[src/rtl/k_and_s_pkg.sv]
// rtl/k_and_s_pkg.sv - K&S core shared types: decoded instruction enumeration
package k_and_s_pkg;

  typedef enum logic [3:0] {
    I_NOP,
    I_LOAD,
    I_STORE,
    I_MOVE,
    I_ADD,
    I_SUB,
    I_AND,
    I_OR,
    I_BRANCH,
    I_BZERO,
    I_BNEG,
    I_BOV,
    I_BNZERO,
    I_BNNEG,
    I_BNOV,
    I_HALT
  } decoded_instruction_type;

endpackage

[src/rtl/fetch_decode_unit.sv]
// rtl/fetch_decode_unit.sv - K&S PC/IR holder, RAM address mux and instruction decoder
// Optional sticky illegal-opcode trap enabled by defining ILLEGAL_OP_TRAP_EN.
module fetch_decode_unit
  import k_and_s_pkg::*;
#(
  parameter int ADDR_W = 5,
  parameter int DATA_W = 16
) (
  input  logic                    clk,
  input  logic                    rst_n,
  input  logic                    pc_enable,
  input  logic                    ir_enable,
  input  logic                    branch,
  input  logic                    addr_sel,
  input  logic [DATA_W-1:0]       data_in,
  output logic [ADDR_W-1:0]       ram_addr,
  output logic [ADDR_W-1:0]       pc,
  output decoded_instruction_type decoded_instruction,
  output logic [1:0]              a_addr,
  output logic [1:0]              b_addr,
  output logic [1:0]              c_addr,
`ifdef ILLEGAL_OP_TRAP_EN
  output logic                    illegal_op,
`endif
  output logic [ADDR_W-1:0]       mem_addr
);

  logic [ADDR_W-1:0] pc_q, pc_d;
  logic [DATA_W-1:0] ir_q, ir_d;
  logic              is_illegal;
  logic              unused_ir_bit7;

  assign unused_ir_bit7 = ir_q[7];
  assign mem_addr       = ir_q[ADDR_W-1:0];
  assign pc             = pc_q;
  assign ram_addr       = addr_sel ? mem_addr : pc_q;

  // Branch target comes from the IR as it stood before this edge.
  always_comb begin
    pc_d = pc_q;
    if (pc_enable) begin
      pc_d = branch ? mem_addr : pc_q + ADDR_W'(1);
    end
  end

  always_comb begin
    ir_d = ir_q;
    if (ir_enable) begin
      ir_d = data_in;
    end
  end

  always_ff @(posedge clk or negedge rst_n) begin
    if (!rst_n) begin
      pc_q <= '0;
      ir_q <= '0;
    end else begin
      pc_q <= pc_d;
      ir_q <= ir_d;
    end
  end

  always_comb begin
    decoded_instruction = I_NOP;
    a_addr              = 2'd0;
    b_addr              = 2'd0;
    c_addr              = 2'd0;
    is_illegal          = 1'b0;
    case (ir_q[15:8])
      8'h00: decoded_instruction = I_NOP;
      8'h81: begin
        decoded_instruction = I_LOAD;
        c_addr              = ir_q[6:5];
      end
      8'h82: begin
        decoded_instruction = I_STORE;
        a_addr              = ir_q[6:5];
      end
      8'h91: begin
        decoded_instruction = I_MOVE;
        c_addr              = ir_q[3:2];
        a_addr              = ir_q[1:0];
      end
      8'hA1, 8'hA2, 8'hA3, 8'hA4: begin
        case (ir_q[10:8])
          3'd1:    decoded_instruction = I_ADD;
          3'd2:    decoded_instruction = I_SUB;
          3'd3:    decoded_instruction = I_AND;
          default: decoded_instruction = I_OR;
        endcase
        c_addr = ir_q[5:4];
        a_addr = ir_q[3:2];
        b_addr = ir_q[1:0];
      end
      8'h01: decoded_instruction = I_BRANCH;
      8'h02: decoded_instruction = I_BZERO;
      8'h03: decoded_instruction = I_BNEG;
      8'h04: decoded_instruction = I_BOV;
      8'h0A: decoded_instruction = I_BNZERO;
      8'h0B: decoded_instruction = I_BNNEG;
      8'h0C: decoded_instruction = I_BNOV;
      8'hFF: decoded_instruction = I_HALT;
      default: begin
        is_illegal = 1'b1;
`ifdef ILLEGAL_OP_TRAP_EN
        decoded_instruction = I_HALT;
`else
        decoded_instruction = I_NOP;
`endif
      end
    endcase
  end

`ifdef ILLEGAL_OP_TRAP_EN
  logic illegal_q, illegal_d;

  // Sticky until reset: once an unknown opcode has sat in the IR, the trap holds.
  assign illegal_d  = illegal_q | is_illegal;
  assign illegal_op = illegal_q;

  always_ff @(posedge clk or negedge rst_n) begin
    if (!rst_n) begin
      illegal_q <= 1'b0;
    end else begin
      illegal_q <= illegal_d;
    end
  end
`else
  logic unused_is_illegal;
  assign unused_is_illegal = is_illegal;
`endif

endmodule

[config.mk]
export PLATFORM = sky130hd
export DESIGN_NAME = fetch_decode_unit
export DESIGN_NICKNAME = d
export VERILOG_FILES = /design/src/rtl/k_and_s_pkg.sv /design/src/rtl/fetch_decode_unit.sv
export SDC_FILE = /design/constraint.sdc
export NUM_CORES = 1
export LEC_CHECK = 0
export CAP_MARGIN = 5
export CORE_MARGIN = 5
export CORE_UTILIZATION = 40
export DETAILED_ROUTE_END_ITERATION = 10
export PLACE_DENSITY = 0.79
export SYNTH_ARGS = -nofsm -noshare
export SYNTH_HDL_FRONTEND = slang
export SYNTH_SLANG_ARGS = --single-unit
export TNS_END_PERCENT = 30
[constraint.sdc]
create_clock -name clk -period 1.8 [get_ports clk]
set_clock_uncertainty 0.05 [all_clocks]
set_input_delay 0.27 -clock clk [delete_from_list [all_inputs] [get_ports clk]]
set_output_delay 0.27 -clock clk [all_outputs]
set_load 0.03 [all_outputs]
==> results.md <==
* Run status: finished with violations
* Violated checks: negative setup slack
* Synth-to-Final Area Change at 59.6%
* Worst-Margin Slew at 0.359 ns
* Fraction of synthesized cell area in xor and xnor cells at 0.670%
* Final setup fails at 10
* Global-route usage over all layers at 17.9%
* Maximum number of pins on one net before global-route repair at 21
* Number of synthesis warnings at 0
* Initial standard-cell utilization of the core at 42.1%
* Number of input and output port buffers inserted at 45
* Reported leakage power at 0.968 nW
* Number of endpoints with negative hold slack in the final report at 0
* Number of diodes at 0
* Number of nets in the finished design at 224
* Drt pass-1 iters at 4
* Kind of critical path: reg -> out
* 1st-iter DRT viols at 117
* Post-placement cell area at 1950 µm²
* RSZ-0062 raised after global routing: yes
* Final core utilization at 67.3%
* Clock transition at the register clock pins on the worst setup and hold paths after CTS at 0.11 ns
* Register-to-register setup slack at 0.41 ns
* Core box area at 3100 µm²
* Via density per instance at 5.47
* Worst hold path class: in -> async
* Max_cap viols at 0
* Leading post-synthesis cells by instance count: sky130_fd_sc_hd__dfrtp_1 (20), sky130_fd_sc_hd__mux2_2 (18), sky130_fd_sc_hd__nand2_1 (8), sky130_fd_sc_hd__o21ai_0 (8)
* Worst R2R End: pc[4]$_DFFE_PN0P_
* Total instance count after detailed placement at 236
* Worst slew slack as a fraction of its limit at 75.9%
* Proportion of synthesized chip area in sequential cells at 38.3%
* Seq cells post-synth at 20
* Total standard cell area after synthesis at 1310 µm²
* Area fraction in compound gates after synthesis at 17.9%
* Full die area at 4510 µm²
* Worst Setup End Kind: primary output
* # DRC at 0
* Power per cell area at 678 nW/µm²
* Fillcell total at 260
* Number of routed nets with antenna violations at 0
* Std-Cell Rows at 20
* Wire length of the first global-routing pass at 6.15 mm
* Vias at 1,329
* Combinational family with the most area after synthesis: simple AND/OR/NAND/NOR gates
* Fraction of final layout cells sized beyond drive strength 1 at 40.2%
* Cell count after synthesis at 132
* Synth Area in Adders at 0.957%
* FMAX at 434 MHz
* Most instantiated library cell after synthesis: sky130_fd_sc_hd__dfrtp_1
* Number of buffers between clock root and the deepest sink at 2
* Routability congestion estimate from global placement at 0.838
* CTS root buf: sky130_fd_sc_hd__clkbuf_4
* Largest fanout on the critical path at 4
* Period utilisation layout at 128%
* Mean routed wirelength per cell at 16.4 µm
* Number of antenna violations at the first check in global routing at 0
* Worst path required time at 1.48 ns
* Overflow after GRT at 0
* Post-route minimum period at 2.30 ns
* Number of cells on the worst reg-to-reg path at 6
* Vias in the first global route at 1,308
* Die W at 67.2 µm
* Mux share of post-synthesis cell area at 17.0%
* Launch instance of the worst register-to-register path: pc[1]$_DFFE_PN0P_
* Total routed wirelength at 3.98 mm
* Clock sink count at 20
* TritonCTS clock tree: built
* Final Max Slew Viols at 0
* Number of enable flip-flop cells after synthesis at 0
* Number of levels the H-tree was split into at 1
* Hold slack at 0.243 ns
* Final design area excluding fillers at 2090 µm²
* Fraction of registers with async set/reset at 100%
* Worst-case vdd ir drop at 0.440 mV
* Number of buffers inserted by hold repair at cts at 0
* Netlist cell types at 41
* Arrival time reported for the critical path endpoint at 1.98 ns
* Number of cells in the finished layout apart from fillers at 243
* Simple-gate area share of the yosys netlist at 18.3%
* Per-instance average area after synthesis at 9.91 µm²
* Setup slack of the critical path after layout at -0.504 ns
* Startpoint class of the critical path: register
* Share of Yosys cell area claimed by the top area cell type at 38.3%
* Overall die height at 67.2 µm
* Ports at 47
* Leading register cell type out of synthesis: sky130_fd_sc_hd__dfrtp_1
* Top cells by area, synth: sky130_fd_sc_hd__dfrtp_1 (38%), sky130_fd_sc_hd__mux2_2 (16%), sky130_fd_sc_hd__o21ai_0 (3.1%)
* Hpwl dp at 2.94 mm
* Total CTS buffers at 3
* Net count after synthesis at 155
* Clock insertion delay at the later pin of the skew report at 0.30 ns
* Library cell occupying the most area in the post-synthesis netlist: sky130_fd_sc_hd__dfrtp_1
## worst max-delay path by stage
| stage | startpoint | slack (ns) | end |
|---|---|---|---|
| 4_1_cts | ir_q[15]$_DFFE_PN0P_ | -0.47 | decoded_instruction[1] |
| 3_3_place_gp | addr_sel | -0.31 | ram_addr[2] |
| 2_1_floorplan | ir_q[12]$_DFFE_PN0P_ | -0.16 | decoded_instruction[1] |
| 3_5_place_dp | addr_sel | -0.38 | ram_addr[3] |
| 5_1_grt | ir_q[15]$_DFFE_PN0P_ | -0.60 | decoded_instruction[0] |
| 6_report | ir_q[15]$_DFFE_PN0P_ | -0.50 | decoded_instruction[1] |
## metal layers
layer  wire length, µm  part of all wire (%)  vias to the layer above  track usage (%)
met5                 0                     0                        -                0
met4               144                   3.6                        0             8.35
met3               221                   5.6                       14             2.66
met2              2030                    51                       56             31.8
met1              1580                    40                      632             21.0
li1                  -                     -                      627                -
## cells in the final DEF (no fill, tap or decap), drive strengths merged, types with 2 or more instances in the layout
cell / n
nand4: 2
nand2: 8
nand4bb: 2
nor2: 6
inv: 6
mux2: 18
clkbuf: 3
o21ai: 8
nand3: 2
a22o: 2
o21bai: 2
a21oi: 7
buf: 43
dlygate4sd2: 8
o22ai: 2
nor3: 4
nor2b: 2
a222oi: 3
and3: 2
dlymetal6s2s: 5
dfrtp: 20
a211oi: 2
and2: 2
clkdlybuf4s50: 21
mux2i: 2
## power by group
group	total (mW)	internal, mW	switching, mW
registers	0.560	0.505	0.0545
clock network	0.213	0.0782	0.135
logic	0.642	0.304	0.339
## area by class of cell
cell class,count,area [µm²],area share [%]
clock buffer,3,22.5,1.08
inverter,6,22.5,1.08
multi-input combinational,93,787,37.7
sequential,20,500,24.0
tap,44,55.1,2.64
timing repair buffer,77,699,33.5
## state kept, by name, summed over array words and instances, names as in the netlist
| signal | cells |
|---|---|
| ir_q | 15 |
| pc | 5 |
## critical path: stages (launching register included)
cell and delay, ns:
sky130_fd_sc_hd__dfrtp_1 0.39, sky130_fd_sc_hd__or4_4 0.59, sky130_fd_sc_hd__nor3b_4 0.23, sky130_fd_sc_hd__a21oi_2 0.08, sky130_fd_sc_hd__o311ai_4 0.23, sky130_fd_sc_hd__buf_6 0.17
## cells by family (layout without fill, tap and decap cells)
logic type | after synthesis | in the layout
and+or+nand+nor | 39 | 39
AOI/OAI and AO/OA | 32 | 32
muxes | 20 | 20
DFF | 20 | 20
buffers and inverters | 19 | 86
adders and majority gates | 1 | 1
xor gates and xnor gates | 1 | 1
## per-stage QoR
stage / setup slack, ns / setup TNS [ns] / power (mW)
6_report: -0.504 / -4.26 / 1.41
5_1_grt: -0.601 / -5.07 / 1.48
4_1_cts: -0.466 / -3.97 / 1.40
3_5_place_dp: -0.379 / -2.43 / 1.20
3_3_place_gp: -0.311 / -1.87 / 1.17
2_1_floorplan: -0.162 / -0.609 / 0.905
## repair_timing
item | in CTS | in global routing
resized for setup | 22 | 12
endpoints found under the setup margin | 17 | 15
setup buffers | 1 | 3
pin swaps | 9 | 3
(Power assumes the default switching activity.)
==> variant 1, RTL diff (same settings) <==
Register the input `branch` before use, without a reset. The logic sees it one clock later. The other inputs are not delayed to match.
--- a/src/rtl/fetch_decode_unit.sv
+++ b/src/rtl/fetch_decode_unit.sv
@@ -25,6 +25,12 @@
   output logic [ADDR_W-1:0]       mem_addr
 );
 
+  logic branch_q;
+
+  always_ff @(posedge clk) begin
+    branch_q <= branch;
+  end
+
   logic [ADDR_W-1:0] pc_q, pc_d;
   logic [DATA_W-1:0] ir_q, ir_d;
   logic              is_illegal;
@@ -39,7 +45,7 @@
   always_comb begin
     pc_d = pc_q;
     if (pc_enable) begin
-      pc_d = branch ? mem_addr : pc_q + ADDR_W'(1);
+      pc_d = branch_q ? mem_addr : pc_q + ADDR_W'(1);
     end
   end
 
Formal check against the unedited RTL: not equivalent (Yosys sat finds a counterexample within 4 cycles, from zero or initial values and one cycle with rst_n low).
==> variant 1 against the original RTL <==
The run still ends with negative setup slack left; non-clock buffer count shrank 16; setup slack lost 0.020 ns; area after synthesis grew 1.1%; design area shrank 8.0%; core utilization shrank 5.4 points; wire length shrank 9.6%; total power shrank 1.6%; sequential cell count grew 1; first-iteration DRC count shrank 17%; critical path type unchanged; critical endpoint is now a_addr[0]; largest cell class unchanged.
==> variant 1: results (changes against the original RTL) <==
* Run status: complete, but fails checks
* Failing checks: negative setup slack
* Fillers at 284 (+9.2%)
* Synth async-reset ratio at 95.2% (-4.8 points)
* Vias per std cell at 5.33 (-2.6%)
* Post-placement worst setup slack at -0.374 ns (+0.00500 ns)
* Syn Nets at 157 (+1.3%)
* Initial drt markers at 97 (-17%)
* Sw frac at 37.0% (-0.30 points)
* Synth Area in Adders at 0.947% (-0.010 points)
* Slowest CP cell: or4b_4
* Postcts setup bufs at 0 (-1)
* Worst path arrival time at 2.00 ns (+0.02 ns)
* Final nets at 209 (-6.7%)
* Final setup margin at -0.524 ns (-0.0199 ns)
* Share of post-route cells with drive strength above 1 at 33.5% (-6.7 points)
* Area contributors post-synth: dfrtp_1 (38%), mux2_2 (15%), o21ai_0 (3.0%)
* Portion of netlist area occupied by mux cells at 16.1% (-0.94 points)
* Leakage at 0.916 nW (-5.3%)
* GRT Resource Usage Total at 17.2% (-0.69 points)
* Sequential fraction of the synthesis area at 39.4% (+1.1 points)
* Final setup violation count at 10 (unchanged)
* WL final at 3.60 mm (-9.6%)
* Final Util at 61.9% (-5.4 points)
* Placed Cells at 225 (-4.7%)
* Post-synth top cells: dfrtp_1 (20), mux2_2 (18), nor2_1 (10)
* Post-route setup TNS at -4.27 ns (-0.00384 ns)
* GP Congestion at 0.872 (+4.1%)
* Synth Area in XOR/XNOR at 1.99% (+1.3 points)
-- variant 1: cell type report --
class | instances | share of cell area [%]
Multi-Input combinational cell | 94 | 37.2
Timing Repair Buffer | 61 | 30.2
Sequential cell | 21 | 27.2
Tap cell | 44 | 2.87
Clock buffer | 3 | 1.17
Inverter | 5 | 1.11
Clock inverter | 1 | 0.261
-- variant 1: power groups by stage --
stage / clock [mW] / combinational (mW) / sequential [mW]
final: 0.234 / 0.565 / 0.594
after global routing: 0.257 / 0.605 / 0.603
after CTS: 0.237 / 0.568 / 0.591
after detailed placement: 0 / 0.577 / 0.600
after global placement: 0 / 0.568 / 0.596
after floorplan: 0 / 0.307 / 0.626
-- variant 1: routing by layer --
metal  GRT usage [%]  vias to the layer above  share of wire, %
li1                -                      587                 -
met2            28.8                       49                49
met5               0                        -                 0
met4            5.32                        0               1.1
met1            22.7                      580                41
met3            2.50                        4               8.2
-- variant 1: path summary, 6_finish.rpt --
path                                         to  slack (ns)  cells after the start
max                                   a_addr[0]       -0.52                      4
min                         ir_q[6]$_DFFE_PN0P_        0.25                      2
max reg2reg                   pc[4]$_DFFE_PN0P_        0.45                      5
min reg2reg                 ir_q[6]$_DFFE_PN0P_        0.55                      1
max in group asynchronous  ir_q[10]$_DFFE_PN0P_        1.21                      2
min in group clk               branch_q$_DFF_P_        0.34                      1
-- variant 1: repair_timing --
action | 4_1_cts | 5_1_grt
endpoints found under the setup margin | 16 | 18
pin swaps | 5 | 4
resized for setup | 16 | 12
-- variant 1: critical path: cells and delay by family (launching register included) --
kind / cells / cell delay (ns)
AND/OR/NAND/NOR: 2 / 0.94
flip-flops: 1 / 0.41
AO/OA/AOI/OAI: 1 / 0.23
buffers and inverters: 1 / 0.13
==> variant 2, RTL diff (same flow settings) <==
Without the edit above. Set the parameter `ADDR_W` to 4 (it was 5).
--- a/src/rtl/fetch_decode_unit.sv
+++ b/src/rtl/fetch_decode_unit.sv
@@ -3,7 +3,7 @@
 module fetch_decode_unit
   import k_and_s_pkg::*;
 #(
-  parameter int ADDR_W = 5,
+  parameter int ADDR_W = 4,
   parameter int DATA_W = 16
 ) (
   input  logic                    clk,
Interface: changed (resized mem_addr, pc and ram_addr); port bits go from 47 to 44. No check against the original RTL was run, so the function may have changed too.
==> variant 2 against the original RTL <==
The flow still finishes with violations (negative setup slack); total power decreased by 3.9%; global-route usage increased by 0.14 points; non-clock buffer count decreased by 9; critical endpoint is now a_addr[0]; wire length decreased by 8.9%; sequential cell count decreased by 1; design area decreased by 6.1%; setup slack got worse by 0.018 ns; via count decreased by 8.4%; largest cell class unchanged; area after synthesis decreased by 1.9%.
==> variant 2: results (changes against the original RTL) <==
* PwrDens at 694 nW/um2 (+2.3%)
* Multi-input comb cells at 85 (-8.6%)
* Final Util at 64.2% (-3.0 points)
* Synth unique cells at 43 (+4.9%)
* Final nets at 203 (-9.4%)
* Synth Area in Adders at 0.976% (+0.019 points)
* Run status: complete, but fails checks
* Clock-cell share of area at 1.53% (+0.45 points)
* Fillers at 239 (-8.1%)
* Slowest CP cell: or4b_4
* NetSw at 0.501 mW (-5.1%)
* Failing checks: negative setup slack
* Final setup violation count at 10 (unchanged)
* Final setup margin at -0.522 ns (-0.0178 ns)
* First-pass GRT wire length at 6.07 mm (-1.3%)
* Sequential fraction of the synthesis area at 37.1% (-1.2 points)
* Syn Nets at 143 (-7.7%)
* Vias per std cell at 5.46 (-0.13%)
* GP Congestion at 0.890 (+6.2%)
* M1 GR Usage at 20.7% (-0.32 points)
* Peak VDD IR at 328 uV (-25%)
* Post-route setup TNS at -4.40 ns (-0.137 ns)
* Synthesized area at 1280 um2 (-1.9%)
* Comb group at 0.596 mW (-7.2%)
* Post-placement worst setup slack at -0.305 ns (+0.0742 ns)
* Inverters at 3 (-3)
* Area contributors post-synth: dfrtp_1 (37%), mux2_2 (16%), a221o_2 (3.5%)
* Hold WS at 0.245 ns (+0.00240 ns)
* Placed Cells at 218 (-7.6%)
* Compound-Gate Fraction of Synth Area at 14.8% (-3.1 points)
* GRT Resource Usage Total at 18.0% (+0.14 points)
==> variant 2: cell types whose count changed in the layout (fill, tap and decap cells not counted), moves of 3 or more <==
cell,before,now
a21o_1,0,3
buf_4,34,25
clkdlybuf4s15_2,0,4
a222oi_1,3,0
inv_1,6,3
nand2b_1,0,3
dlygate4sd2_1,8,3
a221o_2,0,4
==> variant 2: worst max-delay path by stage <==
stage                                     from          end  slack [ns]  depth (start not counted)
after detailed placement              addr_sel  ram_addr[2]       -0.30                          3
after global routing      ir_q[10]$_DFFE_PN0P_    a_addr[1]       -0.60                          5
after floorplan           ir_q[11]$_DFFE_PN0P_    a_addr[0]       -0.15                          5
after CTS                 ir_q[11]$_DFFE_PN0P_    a_addr[0]       -0.51                          5
final                     ir_q[10]$_DFFE_PN0P_    a_addr[0]       -0.52                          5
after global placement                addr_sel  ram_addr[3]       -0.27                          3
==> variant 2: timing repair <==
action,in CTS,in global routing
setup buffers,1,0
pin swaps,9,4
gates cloned,0,0
endpoints found under the setup margin,19,19
resized for setup,33,10
